===== config.mk =====
export PLATFORM = sky130hd
export DESIGN_NAME = mult_div_unit_flat
export DESIGN_NICKNAME = d
export VERILOG_FILES = /design/src/rtl/mult_div_unit_if.sv /design/src/rtl/mult_div_unit.sv /design/src/flat_wrapper.sv
export SDC_FILE = /design/constraint.sdc
export NUM_CORES = 1
export LEC_CHECK = 0
export CORE_ASPECT_RATIO = 1.75
export CORE_MARGIN = 2
export CORE_UTILIZATION = 54
export CTS_BUF_LIST = sky130_fd_sc_hd__clkbuf_2 sky130_fd_sc_hd__clkbuf_4 sky130_fd_sc_hd__clkbuf_8
export DETAILED_ROUTE_END_ITERATION = 10
export PLACE_DENSITY_LB_ADDON = 0.25
export SKIP_LAST_GASP = 1
export SYNTH_ARGS = -nofsm -noshare
export SYNTH_HDL_FRONTEND = slang
export SYNTH_SLANG_ARGS = --single-unit

===== constraint.sdc =====
create_clock -name clk -period 7.84 [get_ports clk]
set_input_delay 2.352 -clock clk [delete_from_list [all_inputs] [get_ports clk]]
set_output_delay 2.352 -clock clk [all_outputs]
set_load 0.005 [all_outputs]

===== src/rtl/mult_div_unit_if.sv =====
`default_nettype none
// ============================================================================
//  Module      : mult_div_unit_if
//  Description : Request/result bundle for the sequential multiply/divide
//                unit. The master issues start/ALUControl/a/b and observes
//                busy/done/hi/lo/div_by_zero; the slave is the unit itself.
//  Revision    : 1.0 - initial release
// ============================================================================
interface mult_div_unit_if;
    logic        start;
    logic [2:0]  ALUControl;
    logic [31:0] a;
    logic [31:0] b;
    logic        busy;
    logic        done;
    logic [31:0] hi;
    logic [31:0] lo;
    logic        div_by_zero;

    modport master (
        output start, ALUControl, a, b,
        input  busy, done, hi, lo, div_by_zero
    );

    modport slave (
        input  start, ALUControl, a, b,
        output busy, done, hi, lo, div_by_zero
    );
endinterface
`default_nettype wire


===== src/rtl/mult_div_unit.sv =====
`default_nettype none
// ============================================================================
//  Module      : mult_div_unit
//  Description : Sequential signed 32x32 multiplier (shift-add, 32 cycles)
//                and optional signed 32/32 restoring divider (32 cycles,
//                1 cycle on divide-by-zero). Both work on operand
//                magnitudes and apply the signs when the result is written.
//                Result lands in hi/lo on the edge entering FIN and holds
//                until the next completion or reset.
//  Config      : define MDU_DIV_EN to compile in the divider. Without it,
//                code 3'b110 is a no-op and div_by_zero is tied low.
//  Revision    : 1.0 - initial release
// ============================================================================
module mult_div_unit (
    input  wire logic           clk,
    input  wire logic           reset,
    mult_div_unit_if.slave      bus
);

    localparam logic [2:0] C_OP_MULT = 3'b101;
`ifdef MDU_DIV_EN
    localparam logic [2:0] C_OP_DIV  = 3'b110;
`endif
    localparam logic [4:0] C_LAST    = 5'd31;

    typedef enum logic [1:0] {
        S_IDLE = 2'd0,
        S_MUL  = 2'd1,
`ifdef MDU_DIV_EN
        S_DIV  = 2'd2,
`endif
        S_FIN  = 2'd3
    } state_t;

    state_t      r_state;
    logic [4:0]  r_cnt;        // iteration index, 0..31
    logic        r_neg_res;    // product / quotient must be negated
    logic [63:0] r_acc;        // {partial product, remaining multiplier bits}
    logic [31:0] r_mcand;      // multiplicand magnitude
    logic [31:0] r_hi;
    logic [31:0] r_lo;
    logic        r_busy;
    logic        r_done;

    // Operand magnitudes; 32'h80000000 maps to itself, which is the correct
    // unsigned magnitude 2^31.
    logic [31:0] w_a_mag;
    logic [31:0] w_b_mag;
    assign w_a_mag = bus.a[31] ? (32'd0 - bus.a) : bus.a;
    assign w_b_mag = bus.b[31] ? (32'd0 - bus.b) : bus.b;

    // One shift-add step: conditionally add the multiplicand into the upper
    // half (keeping the carry) and shift the whole accumulator right.
    logic [32:0] w_mul_sum;
    logic [63:0] w_mul_next;
    logic [63:0] w_mul_prod;
    assign w_mul_sum  = r_acc[0] ? ({1'b0, r_acc[63:32]} + {1'b0, r_mcand})
                                 : {1'b0, r_acc[63:32]};
    assign w_mul_next = {w_mul_sum, r_acc[31:1]};
    assign w_mul_prod = r_neg_res ? (64'd0 - w_mul_next) : w_mul_next;

`ifdef MDU_DIV_EN
    logic [31:0] r_a;          // raw dividend, returned in hi on divide-by-zero
    logic        r_b_zero;
    logic        r_neg_rem;    // remainder takes the sign of the dividend
    logic [31:0] r_divisor;    // divisor magnitude
    logic [31:0] r_rem;        // partial remainder
    logic [31:0] r_quo;        // dividend bits shifting out, quotient bits in
    logic        r_dbz;

    // One restoring step: bring down the next dividend bit, try to subtract
    // the divisor, keep the difference only when it did not borrow. The
    // shifted value is below 2*divisor <= 2^32, so 33 bits suffice and the
    // surviving remainder always fits back into 32 bits.
    logic [32:0] w_div_shift;
    logic [32:0] w_div_diff;
    logic        w_div_ge;
    logic [31:0] w_rem_next;
    logic [31:0] w_quo_next;
    logic [31:0] w_quo_final;
    logic [31:0] w_rem_final;
    assign w_div_shift = {r_rem, r_quo[31]};
    assign w_div_diff  = w_div_shift - {1'b0, r_divisor};
    assign w_div_ge    = (w_div_shift >= {1'b0, r_divisor});
    assign w_rem_next  = w_div_ge ? w_div_diff[31:0] : w_div_shift[31:0];
    assign w_quo_next  = {r_quo[30:0], w_div_ge};
    assign w_quo_final = r_neg_res ? (32'd0 - w_quo_next) : w_quo_next;
    assign w_rem_final = r_neg_rem ? (32'd0 - w_rem_next) : w_rem_next;

    assign bus.div_by_zero = r_dbz;
`else
    assign bus.div_by_zero = 1'b0;
`endif

    assign bus.busy = r_busy;
    assign bus.done = r_done;
    assign bus.hi   = r_hi;
    assign bus.lo   = r_lo;

    // Control FSM and datapath: accept in IDLE, iterate in MUL/DIV, write the
    // result on the edge into FIN, pulse done for one cycle, return to IDLE.
    always_ff @(posedge clk) begin
        if (reset) begin
            r_state   <= S_IDLE;
            r_cnt     <= 5'd0;
            r_neg_res <= 1'b0;
            r_acc     <= 64'd0;
            r_mcand   <= 32'd0;
            r_hi      <= 32'd0;
            r_lo      <= 32'd0;
            r_busy    <= 1'b0;
            r_done    <= 1'b0;
`ifdef MDU_DIV_EN
            r_a       <= 32'd0;
            r_b_zero  <= 1'b0;
            r_neg_rem <= 1'b0;
            r_divisor <= 32'd0;
            r_rem     <= 32'd0;
            r_quo     <= 32'd0;
            r_dbz     <= 1'b0;
`endif
        end else begin
            case (r_state)
                S_IDLE: begin
                    if (bus.start && (bus.ALUControl == C_OP_MULT)) begin
                        r_acc     <= {32'd0, w_b_mag};
                        r_mcand   <= w_a_mag;
                        r_neg_res <= bus.a[31] ^ bus.b[31];
                        r_cnt     <= 5'd0;
                        r_busy    <= 1'b1;
                        r_state   <= S_MUL;
                    end
`ifdef MDU_DIV_EN
                    else if (bus.start && (bus.ALUControl == C_OP_DIV)) begin
                        r_a       <= bus.a;
                        r_b_zero  <= (bus.b == 32'd0);
                        r_neg_res <= bus.a[31] ^ bus.b[31];
                        r_neg_rem <= bus.a[31];
                        r_divisor <= w_b_mag;
                        r_rem     <= 32'd0;
                        r_quo     <= w_a_mag;
                        r_cnt     <= 5'd0;
                        r_busy    <= 1'b1;
                        r_state   <= S_DIV;
                    end
`endif
                end

                S_MUL: begin
                    r_acc <= w_mul_next;
                    r_cnt <= r_cnt + 5'd1;
                    if (r_cnt == C_LAST) begin
                        r_hi    <= w_mul_prod[63:32];
                        r_lo    <= w_mul_prod[31:0];
                        r_busy  <= 1'b0;
                        r_done  <= 1'b1;
                        r_state <= S_FIN;
                    end
                end

`ifdef MDU_DIV_EN
                S_DIV: begin
                    if (r_b_zero) begin
                        // Divide-by-zero finishes after a single DIV cycle.
                        r_hi    <= r_a;
                        r_lo    <= 32'hFFFF_FFFF;
                        r_dbz   <= 1'b1;
                        r_busy  <= 1'b0;
                        r_done  <= 1'b1;
                        r_state <= S_FIN;
                    end else begin
                        r_rem <= w_rem_next;
                        r_quo <= w_quo_next;
                        r_cnt <= r_cnt + 5'd1;
                        if (r_cnt == C_LAST) begin
                            r_hi    <= w_rem_final;
                            r_lo    <= w_quo_final;
                            r_busy  <= 1'b0;
                            r_done  <= 1'b1;
                            r_state <= S_FIN;
                        end
                    end
                end
`endif

                S_FIN: begin
                    r_done  <= 1'b0;
`ifdef MDU_DIV_EN
                    r_dbz   <= 1'b0;
`endif
                    r_state <= S_IDLE;
                end

                default: begin
                    r_busy  <= 1'b0;
                    r_done  <= 1'b0;
                    r_state <= S_IDLE;
                end
            endcase
        end
    end

endmodule
`default_nettype wire


===== src/flat_wrapper.sv =====
// flat-port wrapper written by rule: the top's interface ports become plain ports
module mult_div_unit_flat 
  (clk, reset, bus_start, bus_ALUControl, bus_a, bus_b, bus_busy, bus_done, bus_hi, bus_lo, bus_div_by_zero);
  mult_div_unit_if bus_i ();
  input  wire logic clk;
  input  wire logic reset;
  input wire logic [$bits(bus_i.start)-1:0] bus_start;
  input wire logic [$bits(bus_i.ALUControl)-1:0] bus_ALUControl;
  input wire logic [$bits(bus_i.a)-1:0] bus_a;
  input wire logic [$bits(bus_i.b)-1:0] bus_b;
  output wire logic [$bits(bus_i.busy)-1:0] bus_busy;
  output wire logic [$bits(bus_i.done)-1:0] bus_done;
  output wire logic [$bits(bus_i.hi)-1:0] bus_hi;
  output wire logic [$bits(bus_i.lo)-1:0] bus_lo;
  output wire logic [$bits(bus_i.div_by_zero)-1:0] bus_div_by_zero;
  assign bus_i.start = bus_start;
  assign bus_i.ALUControl = bus_ALUControl;
  assign bus_i.a = bus_a;
  assign bus_i.b = bus_b;
  assign bus_busy = bus_i.busy;
  assign bus_done = bus_i.done;
  assign bus_hi = bus_i.hi;
  assign bus_lo = bus_i.lo;
  assign bus_div_by_zero = bus_i.div_by_zero;
  mult_div_unit u_core (.clk(clk), .reset(reset), .bus(bus_i));
endmodule

# Word-level counts from Yosys, hierarchy flattened
# Index checks and enable logic that the tools add are counted.
dict set report word_totals {
  word_cells 48
  in_bits 70
  output_inout_bits 67
  register_bits 170
}
dict set report op_classes {
  n_eq_ne 6
  n_bitwise 3
  addsub 5
  muxes 16
  reduce_logical 9
}
# op n
set ops {}
lappend ops {{64-bit two-way mux} 2}
lappend ops {{64-bit one-hot mux with 2 select lines} 1}
lappend ops {{32-bit two-way mux} 2}
lappend ops {{1-bit by 32-bit subtractor with 32-bit output, first input constant} 2}
lappend ops {{1-bit by 64-bit subtractor with 64-bit output, first input constant} 1}
lappend ops {{32-bit by 32-bit adder with 33-bit output} 1}
lappend ops {{33-bit two-way mux} 1}
lappend ops {{5-bit one-hot mux with 2 select lines} 1}
lappend ops {{2-bit AND reduction} 5}
lappend ops {{5-bit by 1-bit adder with 5-bit output, second input constant} 1}
lappend ops {{5-bit equality test, second input constant} 1}
lappend ops {{5-bit two-way mux} 1}
lappend ops {{2-bit two-way mux} 2}
lappend ops {{2-bit by 1-bit != test with 1-bit output, second input constant} 2}
lappend ops {{2-bit one-hot mux with 2 select lines} 1}
lappend ops {{3-bit equality test, second input constant} 1}
lappend ops {{1-bit two-way mux} 3}
lappend ops {{1-bit one-hot mux with 3 select lines} 1}
lappend ops {{3-bit AND reduction} 1}
lappend ops {{2-bit by 1-bit equality test with 1-bit output, second input constant} 1}
lappend ops {{2-bit equality test, second input constant} 1}
lappend ops {{2-bit zero test} 1}
lappend ops {{1-bit inverter} 2}
lappend ops {{1-bit one-hot mux with 2 select lines} 1}
lappend ops {{other kinds (3)} 3}

# Longest topological paths before layout
# Gate-level depths: netlist of the first run.
dict set report logic_depth {
  depth_word 4
  mapped_depth 12
  ltp_nobuf 12
}

# Worst setup path after synthesis of the first run
# OpenSTA, ideal clock, no wires.
dict set report synth_timing {
  path_type {input-to-reg}
  from {in bus_a[6]}
  to {reg u_core.r_mcand[29]}
  n_path_buf 0
  t_required_ns 7.754
  setup_time_ns 0.086
  path_slack_ns 2.524
  cell_stages 9
  arrival_time_ns 5.230
  cell_sequence {or4_4 > or4_4 > or3_4 > or2_1 > or4_4 > or3_4 > o31ai_4 > xor2_1 > a211oi_1}
}
dict set report synth_between {
  elab_chain_len 2
}
# item line_no
set synth_rtl {}
lappend synth_rtl {{from (decl)} flat_wrapper.sv:9} ;# input wire logic [$bits(bus_i.a)-1:0] bus_a;
lappend synth_rtl {{1-bit by 32-bit subtractor with 32-bit output} mult_div_unit.sv:49} ;# assign w_a_mag = bus.a[31] ? (32'd0 - bus.a) : bus.a;
lappend synth_rtl {{32-bit two-way mux} mult_div_unit.sv:49}
lappend synth_rtl {{to (signal assigned)} mult_div_unit.sv:127} ;# r_mcand <= w_a_mag;
lappend synth_rtl {{to (decl)} mult_div_unit.sv:39} ;# logic [31:0] r_mcand;
# Every way passes these cells.
# A chain may end at the register's enable or synchronous reset.

# Final worst setup path of the first run
dict set report layout_timing {
  from {in bus_a[4]}
  to {reg u_core.r_mcand[30]}
}
# Same word-level chain as after synthesis.

==> summary.md, run 1 <==
| Metric | Value |
|---|---|
| Post-route clock skew | `approximately 14 ps` |
| Max cap viols | `0` |
| Kind of critical path | `input pin to register` |
| Insertion delay to the later sink of the worst-skew pair | `500 ps` |
| Final WS setup | `~2300 ps` |
| Total via count after detailed routing | `between 10000 and 15000` |
| Top flip-flop cell by instance count after synthesis | `sky130_fd_sc_hd__dfxtp_1` |
| Antenna violations before repair | `0` |
| Number of storage elements in the synthesis netlist | `170` |
| Number of cells upsized or downsized after cts | `0` |
| Die Y-Extent | `a little under 200 microns` |
| Hold crit path type | `register to register` |
| Post-route standard cell area excluding fillers | `13100 sq um` |
| Shortest period the worst path allows | `approximately 5500 ps` |
| Synth cell types | `74` |
| Startpoint of the tightest hold check path | `u_core.bus.hi[2]$_SDFFE_PP0P_` |
| Detailed Routing Iterations Pass 1 | `7` |
| Count of endpoints failing hold in the final timing report | `0` |
| Number of hold buffers added after CTS | `0` |
| Post-CTS setup repair buffer count | `0` |
| Final count of negative-setup-slack endpoints | `0` |
| Endpoint kind of the worst setup timing path | `register` |
| Clock-pin slew of the registers on the worst-case setup and hold paths | `90 ps` |
| Number of standard-cell rows in the floorplan | `70` |
| Initial Util | `0.546` |
| Most common cell after layout, fill and taps aside | `sky130_fd_sc_hd__nand2_1` |
| Detailed placer's ending HPWL | `roughly 23 mm` |
| RSZ-0062 raised after global routing | `no` |
| P_leak | `4.47 nW` |
| Crit-path max FO | `5` |
| Total nets after synthesis | `between 1500 and 2000` |
| Global router's overall resource usage | `0.284` |
| Net count of the finished layout | `roughly 1600` |
| Required arrival time at the worst endpoint | `just over 8000 ps` |
| Total congestion overflow after global routing | `0` |
| Finished Core Util | `0.634` |
| DR iter-0 viols | `roughly 720` |
| Number of enable-type register cells in the synthesized netlist | `0` |
| Routed len/inst | `between 15 and 20 microns` |
| Worst voltage drop across the vdd grid | `around 0.13 mV` |
| Overall die area | `between 20000 and 25000 sq um` |
| Boundary pin count | `roughly 140` |
| # DRC | `0` |
| Post-Route WL | `between 30 and 40 mm` |
| Number of H-tree branching levels | `4` |
| Share of flip-flops with an asynchronous set or reset after synthesis | `0` |
| Root Buffer | `sky130_fd_sc_hd__clkbuf_8` |
| Number of pins with negative max-slew slack in the final report | `0` |
| Startpoint of the worst-slack reg-to-reg timing path | `u_core.r_mcand[0]$_SDFFE_PP0P_` |
| Final sum of negative setup slack | `0 ps` |
| Instance area at placement | `~13000 sq um` |
| Outcome | `completed` |
| Headroom to the max-slew limit | `0.453` |
| Number of nets with antenna violations after routing | `0` |
| CTS sink count | `between 150 and 200` |
| Pin count of the biggest net entering global routing | `62` |
| Average cell area after synthesis | `7.67 sq um` |
| Sequential fraction of the synthesis area | `0.301` |
| Synthesis Warnings | `0` |
| Routed vias/inst | `6.21` |
| CTS tree | `done` |
| Area of the mapped netlist | `around 11000 sq um` |
| Fraction of final layout cells sized beyond drive strength 1 | `0.0535` |
| Global-route wire length before repair | `51.4 mm` |
| Signed area change from the synthesized netlist to the final layout | `16.0%` |
| Final estimated routing congestion in global placement | `0.974` |
| Die width | `113 microns` |
| Ant. Diodes | `0` |
| Post-place setup slack | `1810 ps` |
| Highest clock frequency the design can meet | `181 MHz` |
| Startpoint kind of the worst setup timing path | `input pin` |
| Power density over cell area | `approximately 140 nW/um^2` |
| Core Region | `20700 sq um` |
| Synth Instances | `1473` |
| Slew of the pin with the lowest slew margin | `a little over 800 ps` |
| CTS buffer count | `17` |
| Number of buffers added on ports | `135` |
| Launching instance or port of the critical path | `bus_a[4]` |
| Most frequent cells in the layout | `sky130_fd_sc_hd__nand2_1, sky130_fd_sc_hd__dfxtp_1, sky130_fd_sc_hd__nor2_1` |
| Clk buf depth | `2` |
| Period utilization | `0.705` |
| Signal arrival time at the worst endpoint | `around 6000 ps` |
| Number of global-route vias before repair | `approximately 11000` |
kinds of logic after synthesis:
logic type      count (synthesis)  synth area share
buf+inv                       122            0.0412
simple gates                  542             0.232
flops                         170             0.301
xor+xnor                      121            0.0939
compound gates                457             0.268
mux                            22            0.0203
other cells                     1          0.000332
fa+ha+maj                      38            0.0428
registers in the layout, indices dropped and copies added (netlist names):
signal and count:
u_core.bus.busy 1, u_core.bus.done 1, u_core.bus.hi 32, u_core.bus.lo 32, u_core.r_acc 64, u_core.r_cnt 5
u_core.r_mcand 32, u_core.r_neg_res 1, u_core.r_state 2
layout make-up:
cell class,instances,area [sq um]
tap,252,315
clock buffer,20,269
timing repair buffer,150,1460
multi-input combinational,1181,7440
fill,1831,7570
inverter,20,75.1
clock inverter,11,135
sequential,170,3400
synth_stat cells (3+ instances only):
cell	count	area [sq um]
sky130_fd_sc_hd__a221oi_1	6	52.6
sky130_fd_sc_hd__a211oi_2	3	37.5
sky130_fd_sc_hd__mux2_2	7	78.8
sky130_fd_sc_hd__nor2_1	153	574
sky130_fd_sc_hd__o21ai_0	75	375
sky130_fd_sc_hd__o2bb2ai_1	3	26.3
sky130_fd_sc_hd__a21oi_1	121	606
sky130_fd_sc_hd__a31oi_1	23	144
sky130_fd_sc_hd__mux2i_1	15	150
sky130_fd_sc_hd__and4_1	5	43.8
sky130_fd_sc_hd__or3_1	15	93.8
sky130_fd_sc_hd__a211oi_1	75	563
sky130_fd_sc_hd__nand3_1	43	215
sky130_fd_sc_hd__or4_4	4	45.0
sky130_fd_sc_hd__xor2_1	71	622
sky130_fd_sc_hd__clkbuf_1	84	315
sky130_fd_sc_hd__inv_1	20	75.1
sky130_fd_sc_hd__a22oi_1	31	233
sky130_fd_sc_hd__o31a_1	4	35.0
sky130_fd_sc_hd__o21bai_1	4	30.0
sky130_fd_sc_hd__o21a_1	8	60.1
sky130_fd_sc_hd__or4_1	18	135
sky130_fd_sc_hd__o221ai_1	3	26.3
sky130_fd_sc_hd__o31ai_1	35	263
sky130_fd_sc_hd__a31o_2	3	26.3
sky130_fd_sc_hd__o211ai_1	12	90.1
sky130_fd_sc_hd__and3_1	10	62.6
sky130_fd_sc_hd__a2111oi_0	3	26.3
sky130_fd_sc_hd__or2_2	6	37.5
sky130_fd_sc_hd__nor2b_1	8	50.1
sky130_fd_sc_hd__nor4_1	18	113
sky130_fd_sc_hd__and2_1	3	18.8
sky130_fd_sc_hd__nor3b_1	4	30.0
sky130_fd_sc_hd__o41ai_1	19	166
sky130_fd_sc_hd__dfxtp_1	170	3400
sky130_fd_sc_hd__nand2b_1	18	113
sky130_fd_sc_hd__a21boi_0	4	30.0
sky130_fd_sc_hd__xnor2_1	50	438
sky130_fd_sc_hd__nand3b_1	8	60.1
sky130_fd_sc_hd__nand4_1	16	100
sky130_fd_sc_hd__a21o_1	8	60.1
sky130_fd_sc_hd__buf_1	14	52.6
sky130_fd_sc_hd__nor3_1	27	135
sky130_fd_sc_hd__ha_1	37	463
sky130_fd_sc_hd__nand2_1	171	642
per-stage QoR:
step / hold slack [ps] / std cells / power (mW)
after floorplan: 436 / 1473 / 1.07
after global placement: 439 / 1773 / 1.16
after detailed placement: 445 / 1773 / 1.17
after CTS: 463 / 1804 / 1.81
after global routing: 479 / 1804 / 1.87
final: 461 / 1804 / 1.80
report_power, final:
part	internal [mW]	total, mW	switching [mW]	leakage (nW)
combinational	0.105	0.266	0.161	2.90
sequential	0.873	0.886	0.0125	1.37
clock	0.308	0.653	0.345	0.202
metal layers:
metal,vias to the layer above,GRT usage,part of all wire
met2,328,0.514,0.52
li1,5537,-,-
met1,5255,0.318,0.39
met3,75,0.0521,0.049
met4,0,0.129,0.039
met5,-,0,0
critical path, cell delays in order:
cell and delay, ps:
sky130_fd_sc_hd__clkdlybuf4s50_1 480, sky130_fd_sc_hd__or4_4 570, sky130_fd_sc_hd__or4_1 570, sky130_fd_sc_hd__or3_1 450, sky130_fd_sc_hd__or2_1 290, sky130_fd_sc_hd__or4_4 460, sky130_fd_sc_hd__o21ai_0 300, sky130_fd_sc_hd__nand2_1 110
sky130_fd_sc_hd__xor2_1 150, sky130_fd_sc_hd__nand2_1 60, sky130_fd_sc_hd__a21oi_1 150
final timing paths:
path | endpoint | slack (ps) | cells after the start
worst max-delay path | u_core.r_mcand[30]$_SDFFE_PP0P_ | 2310 | 11
worst min-delay path | u_core.bus.hi[2]$_SDFFE_PP0P_ | 460 | 2
worst max register to register | u_core.bus.hi[31]$_SDFFE_PP0P_ | 3110 | 12
worst min register to register | u_core.bus.hi[2]$_SDFFE_PP0P_ | 460 | 2
No activity file was read; power rests on OpenSTA's default activity.
==> run 2: changes to the inputs <==
Settings changed: CORE_UTILIZATION 54 to 53.
Clock period 7.84 ns to 5 ns, I/O delays scaled along.
==> summary.md, run 2 (same netlist as run 1, synthesis figures left out) <==
| Metric | Value |
|---|---|
| Cell type group with the largest total delay on the critical path | `simple AND/OR/NAND/NOR gates` |
| Number of buffers added on ports | `between 100 and 150` |
| Detailed Routing Iterations Pass 1 | `7` |
| Signal arrival time at the worst endpoint | `around 5000 ps` |
| Register bank with the most flops | `u_core.r_acc` |
| Comb power frac | `0.153` |
| Max FFs per register | `64` |
| Power density over cell area | `between 200 and 250 nW/um^2` |
| Crit. path cell count | `10` |
| Startpoint kind of the worst setup timing path | `input pin` |
| Post-route standard cell area excluding fillers | `about 13000 sq um` |
| Number of H-tree branching levels | `4` |
| Global router's overall resource usage | `0.287` |
| Sequential share of power | `0.499` |
| Slew of the pin with the lowest slew margin | `1100 ps` |
| Hold crit path type | `register to register` |
| Crit-path max FO | `3` |
| Net count of the finished layout | `~1700` |
| Highest clock frequency the design can meet | `~220 MHz` |
| Global-route wire length before repair | `52.1 mm` |
| Number of hold buffers added after CTS | `0` |
| Total via count after detailed routing | `11300` |
| Total congestion overflow after global routing | `0` |
| Required arrival time at the worst endpoint | `roughly 5400 ps` |
| DR iter-0 viols | `a little over 600` |
| Shortest period the worst path allows | `approximately 4500 ps` |
| Pin count of the biggest net entering global routing | `90` |
| Count of cells along the worst hold path | `2` |
| P_leak | `4.56 nW` |
| Antenna violations before repair | `1` |
| Number of standard-cell rows in the floorplan | `70` |
| Die width | `~110 microns` |
| Worst voltage drop across the vdd grid | `between 0.15 and 0.2 mV` |
| Number of global-route vias before repair | `between 10000 and 15000` |
| Max cap viols | `0` |
| Root Buffer | `sky130_fd_sc_hd__clkbuf_8` |
| CTS sink count | `170` |
| Slowest stage cell, crit path | `sky130_fd_sc_hd__or4_4` |
| Instance area at placement | `12900 sq um` |
| Net switching power | `just under 0.8 mW` |
| Capturing point of the worst reg2reg path | `u_core.bus.hi[31]$_SDFFE_PP0P_` |
| Detailed placer's ending HPWL | `approximately 24 mm` |
| Multi-input gate area | `around 7400 sq um` |
| Insertion delay to the later sink of the worst-skew pair | `roughly 500 ps` |
| Outcome | `completed` |
| CTS tree | `done` |
| Boundary pin count | `137` |
| CTS buffer count | `17` |
| Critical path buffer and inverter count | `1` |
| Finished Core Util | `0.633` |
| Count of endpoints failing hold in the final timing report | `0` |
| Final WS setup | `approximately 450 ps` |
| Capture endpoint of the worst hold path | `u_core.bus.lo[19]$_SDFFE_PP0P_` |
| Int Pwr | `between 1.5 and 2 mW` |
| Clk buf depth | `2` |
| Clock-pin slew of the registers on the worst-case setup and hold paths | `around 90 ps` |
| Routed len/inst | `between 15 and 20 microns` |
| Headroom to the max-slew limit | `0.267` |
| Post-place setup slack | `-64.1 ps` |
| Most frequent cells in the layout | `sky130_fd_sc_hd__nand2_1, sky130_fd_sc_hd__dfxtp_1, sky130_fd_sc_hd__nor2_1` |
| Die Y-Extent | `slightly below 200 microns` |
| Period utilization | `0.909` |
| Setup slack of the worst register-to-register path | `between 700 and 800 ps` |
| Count of filler cells inserted in the layout | `1840` |
| Core Region | `between 20000 and 25000 sq um` |
| Post-CTS setup repair buffer count | `0` |
| Number of nets with antenna violations after routing | `0` |
| Signed area change from the synthesized netlist to the final layout | `17.4%` |
| Peak per-stage delay on the critical path | `about 550 ps` |
| RSZ-0062 raised after global routing | `no` |
| Most common cell after layout, fill and taps aside | `sky130_fd_sc_hd__nand2_1` |
| Sequence of cells on the critical path | `clkdlybuf4s50_1, or4_4, or4_4, or3_4, or2_1, or4_4, or3_4, o31ai_4, xor2_1, a211oi_1` |
| Startpoint of the worst-slack reg-to-reg timing path | `u_core.r_acc[32]$_SDFFE_PP0P_` |
| Number of cells upsized or downsized after cts | `0` |
| Number of cell instances on the worst register-to-register path | `12` |
| Startpoint of the tightest hold check path | `u_core.bus.lo[19]$_SDFFE_PP0P_` |
| Cell mode on critical path | `sky130_fd_sc_hd__or4_4` |
| Register area | `3400 sq um` |
| Proportion of total power due to net switching | `0.285` |
| Share of total power in the clock network | `0.348` |
| Post-route clock skew | `between 10 and 15 ps` |
| Initial Util | `0.539` |
| Overall die area | `around 23000 sq um` |
| # DRC | `0` |
| Endpoint kind of the worst setup timing path | `register` |
| Fraction of final layout cells sized beyond drive strength 1 | `0.0661` |
| Kind of critical path | `input pin to register` |
| Final count of negative-setup-slack endpoints | `0` |
| Final estimated routing congestion in global placement | `between 0.9 and 1` |
| Number of pins with negative max-slew slack in the final report | `0` |
| Routed vias/inst | `~6.2` |
| Post-Route WL | `around 32 mm` |
run 2: cell count changes in the layout (fill, tap and decap cells not counted):
cell                       delta
sky130_fd_sc_hd__clkbuf_8     -2
sky130_fd_sc_hd__diode_2      +1
sky130_fd_sc_hd__inv_8        -1
sky130_fd_sc_hd__clkbuf_4     +1
sky130_fd_sc_hd__clkinv_2     +2
sky130_fd_sc_hd__inv_6        -4
sky130_fd_sc_hd__buf_4       +21
sky130_fd_sc_hd__buf_12       +1
sky130_fd_sc_hd__clkinv_4     +3
run 2: layout make-up:
class / instances / area share
clock buffers: 19 / 0.0188
inverters: 20 / 0.00567
clock inverters: 11 / 0.00944
well taps: 252 / 0.0238
multi-input cells: 1181 / 0.562
flip-flops and latches: 170 / 0.257
diodes: 1 / 0.000189
repair buffers: 172 / 0.124
run 2: stage by stage:
| step | instances | setup TNS, ps | hold slack, ps | power, mW |
|---|---|---|---|---|
| after floorplan | 1473 | 0 | 436 | 1.68 |
| after global placement | 1795 | -3.92 | 440 | 1.84 |
| after detailed placement | 1795 | -77.5 | 446 | 1.84 |
| after CTS | 1825 | 0 | 463 | 2.80 |
| after global routing | 1826 | 0 | 482 | 2.90 |
| final | 1826 | 0 | 460 | 2.79 |
run 2: per-layer routing:
layer,vias up,track usage,share of wire
met2,322,0.518,0.51
met3,88,0.0528,0.051
met4,0,0.146,0.045
li1,5600,-,-
met1,5258,0.317,0.39
met5,-,0,0
run 2: power by group through the flow:
| stage | clock, mW | sequential [mW] | combinational, mW |
|---|---|---|---|
| floorplan | 0 | 1.41 | 0.263 |
| global placement | 0 | 1.42 | 0.415 |
| detailed placement | 0 | 1.42 | 0.421 |
| CTS | 0.988 | 1.39 | 0.423 |
| global route | 1.04 | 1.39 | 0.464 |
| finish | 0.969 | 1.39 | 0.425 |
run 2: worst max path at each step:
stage                     startpoint                               to  slack (ps)
after floorplan             bus_a[6]  u_core.r_mcand[29]$_SDFFE_PP0P_         540
after global placement      bus_a[6]  u_core.r_mcand[29]$_SDFFE_PP0P_          -4
after detailed placement    bus_a[6]  u_core.r_mcand[29]$_SDFFE_PP0P_         -60
after CTS                   bus_a[6]  u_core.r_mcand[29]$_SDFFE_PP0P_         450
after global routing        bus_a[6]  u_core.r_mcand[29]$_SDFFE_PP0P_         330
final                       bus_a[6]  u_core.r_mcand[29]$_SDFFE_PP0P_         450
run 2: worst register-to-register path, delay by kind of cell, from the launching register on:
| family | cells | cell delay (ps) |
|---|---|---|
| and+or+nand+nor | 4 | 1570 |
| AOI/OAI and AO/OA | 5 | 1380 |
| adders and majority gates | 2 | 470 |
| muxes | 1 | 390 |
| DFF | 1 | 370 |
==> run 3: changes to the inputs <==
Settings changed: CTS_BUF_LIST sky130_fd_sc_hd__clkbuf_2 sky130_fd_sc_hd__clkbuf_4 sky130_fd_sc_hd__clkbuf_8 to sky130_fd_sc_hd__clkbuf_8.
==> summary.md, run 3 (same netlist as run 1, synthesis figures left out) <==
| Metric | Value |
|---|---|
| Outcome | `completed` |
| Number of standard-cell rows in the floorplan | `70` |
| # DRC | `0` |
| Uppermost layer routed | `met4` |
| CTS sink count | `170` |
| Crit-path max FO | `3` |
| Number of H-tree branching levels | `4` |
| Share of total power in the clock network | `0.344` |
| Worst voltage drop across the vdd grid | `approximately 0.16 mV` |
| Die Y-Extent | `approximately 200 microns` |
| Number of cells upsized or downsized after cts | `0` |
| Placed Instances | `between 1500 and 2000` |
| Peak per-stage delay on the critical path | `550 ps` |
| Count of endpoints failing hold in the final timing report | `0` |
| Total congestion overflow after global routing | `0` |
| Wire length on met1 | `roughly 13 mm` |
| P_leak | `~4.6 nW` |
| Net switching power | `between 0.7 and 0.8 mW` |
| Total via count after detailed routing | `between 10000 and 15000` |
| Startpoint kind of the worst setup timing path | `input pin` |
| Initial Util | `0.539` |
| Comb power frac | `0.154` |
| Shortest period the worst path allows | `approximately 4500 ps` |
| Number of global-route vias before repair | `around 11000` |
| Proportion of total power due to net switching | `0.287` |
| Count of filler cells inserted in the layout | `~1800` |
| Met3 wire len | `~1.6 mm` |
| Headroom to the max-slew limit | `0.247` |
| Number of buffers added on ports | `135` |
| Pin count of the biggest net entering global routing | `90` |
| Antenna violations before repair | `1` |
| DR iter-0 viols | `between 500 and 600` |
| Kind of critical path | `input pin to register` |
| Most common cell after layout, fill and taps aside | `sky130_fd_sc_hd__nand2_1` |
| Clk buf depth | `2` |
| Core Region | `~21000 sq um` |
| CTS tree | `done` |
| Final count of negative-setup-slack endpoints | `0` |
| Critical path buffer and inverter count | `1` |
| Period utilization | `0.910` |
| Max FFs per register | `64` |
| Cell mode on critical path | `sky130_fd_sc_hd__or4_4` |
| Number of hold buffers added after CTS | `0` |
| Signal arrival time at the worst endpoint | `roughly 5000 ps` |
| Sequential share of power | `0.502` |
| Register bank with the most flops | `u_core.r_acc` |
| Root Buffer | `sky130_fd_sc_hd__clkbuf_8` |
| Clock-pin slew of the registers on the worst-case setup and hold paths | `90 ps` |
| Max cap viols | `0` |
| CTS buffer count | `17` |
| Overall die area | `around 23000 sq um` |
| Post-Route WL | `around 32 mm` |
| Endpoint kind of the worst setup timing path | `register` |
| Global router's overall resource usage | `0.287` |
| Post-route clock skew | `12.7 ps` |
| RSZ-0062 raised after global routing | `no` |
| Global-route wire length before repair | `between 50 and 60 mm` |
| Hold crit path type | `register to register` |
| Cell type group with the largest total delay on the critical path | `simple AND/OR/NAND/NOR gates` |
| Final estimated routing congestion in global placement | `roughly 0.94` |
| Amount of wire on met2 after detailed routing | `about 17 mm` |
| Fraction of final layout cells sized beyond drive strength 1 | `0.0648` |
| Non-filler cells, final | `1826` |
| Sequence of cells on the critical path | `clkdlybuf4s50_1, or4_4, or4_4, or3_4, or2_1, or4_4, or3_4, o31ai_4, xor2_1, a211oi_1` |
| Insertion delay to the later sink of the worst-skew pair | `slightly below 500 ps` |
| Highest clock frequency the design can meet | `220 MHz` |
| Number of nets with antenna violations after routing | `0` |
| Post-CTS setup repair buffer count | `0` |
| Number of pins with negative max-slew slack in the final report | `0` |
| Int Pwr | `~2.0 mW` |
| Boundary pin count | `between 100 and 150` |
| Required arrival time at the worst endpoint | `5400 ps` |
| Slew of the pin with the lowest slew margin | `1130 ps` |
| Detailed Routing Iterations Pass 1 | `7` |
| Net count of the finished layout | `~1700` |
| Finished Core Util | `0.633` |
| Die width | `around 110 microns` |
| Routed len/inst | `17.6 microns` |
| Routed vias/inst | `just over 6` |
| Most frequent cells in the layout | `sky130_fd_sc_hd__nand2_1, sky130_fd_sc_hd__dfxtp_1, sky130_fd_sc_hd__nor2_1` |
| Detailed placer's ending HPWL | `approximately 24 mm` |
| Signed area change from the synthesized netlist to the final layout | `17.3%` |
| Power density over cell area | `between 200 and 250 nW/um^2` |
| Worst Hold Margin | `around 460 ps` |
| Setup slack of the worst register-to-register path | `approximately 700 ps` |
| Slowest stage cell, crit path | `sky130_fd_sc_hd__or4_4` |
-- run 3: cell types whose count changed in the layout (fill, tap and decap cells not counted), sizes merged --
cell    before  now
clkbuf      19   17
inv         21   23
-- run 3: power by group through the flow --
stage	sequential, mW	clock, mW	combinational [mW]
detailed placement	1.42	0	0.421
CTS	1.39	0.972	0.423
finish	1.39	0.953	0.426
floorplan	1.41	0	0.263
global placement	1.42	0	0.415
global route	1.39	1.02	0.464
-- run 3: worst paths after layout --
path | from | end | cells past startpoint
setup / recovery | bus_a[6] | u_core.r_mcand[29]$_SDFFE_PP0P_ | 10
setup reg to reg | u_core.r_acc[32]$_SDFFE_PP0P_ | u_core.bus.hi[31]$_SDFFE_PP0P_ | 12
hold / removal | u_core.bus.lo[31]$_SDFFE_PP0P_ | u_core.bus.lo[31]$_SDFFE_PP0P_ | 2
hold reg to reg | u_core.bus.lo[31]$_SDFFE_PP0P_ | u_core.bus.lo[31]$_SDFFE_PP0P_ | 2
-- run 3: layer usage --
metal	up-vias	global-route usage
met5	-	0
met2	313	0.518
met1	5320	0.318
met4	0	0.145
met3	84	0.0528
li1	5596	-
-- run 3: area by class of cell --
cell class	instances	area, sq um	share of cell area
antenna	1	2.50	0.000189
clock buffer	17	234	0.0177
clock inverter	13	133	0.0100
inverter	20	75.1	0.00567
multi-input combinational	1181	7440	0.562
sequential	170	3400	0.257
tap	252	315	0.0238
timing repair buffer	172	1640	0.124
-- run 3: worst register-to-register path, cell delays in order (launching register included) --
cell and delay [ps]:
sky130_fd_sc_hd__dfxtp_1 370, sky130_fd_sc_hd__ha_1 210, sky130_fd_sc_hd__fa_1 260, sky130_fd_sc_hd__a21o_1 190, sky130_fd_sc_hd__a311o_1 310, sky130_fd_sc_hd__a211oi_2 160, sky130_fd_sc_hd__or4b_1 620, sky130_fd_sc_hd__a2111oi_0 460
sky130_fd_sc_hd__mux2_2 390, sky130_fd_sc_hd__a211oi_2 280, sky130_fd_sc_hd__nand4_1 210, sky130_fd_sc_hd__or4_1 530, sky130_fd_sc_hd__and4_1 210
-- run 3: stage by stage --
| stage | total power [mW] | setup slack [ps] | setup TNS, ps | cell area (sq um) |
|---|---|---|---|---|
| finish | 2.77 | 452 | 0 | 13200 |
| CTS | 2.79 | 450 | 0 | 13200 |
| floorplan | 1.68 | 536 | 0 | 11300 |
| detailed placement | 1.84 | -64.1 | -77.5 | 12900 |
| global placement | 1.84 | -3.92 | -3.92 | 12900 |
| global route | 2.88 | 328 | 0 | 13200 |
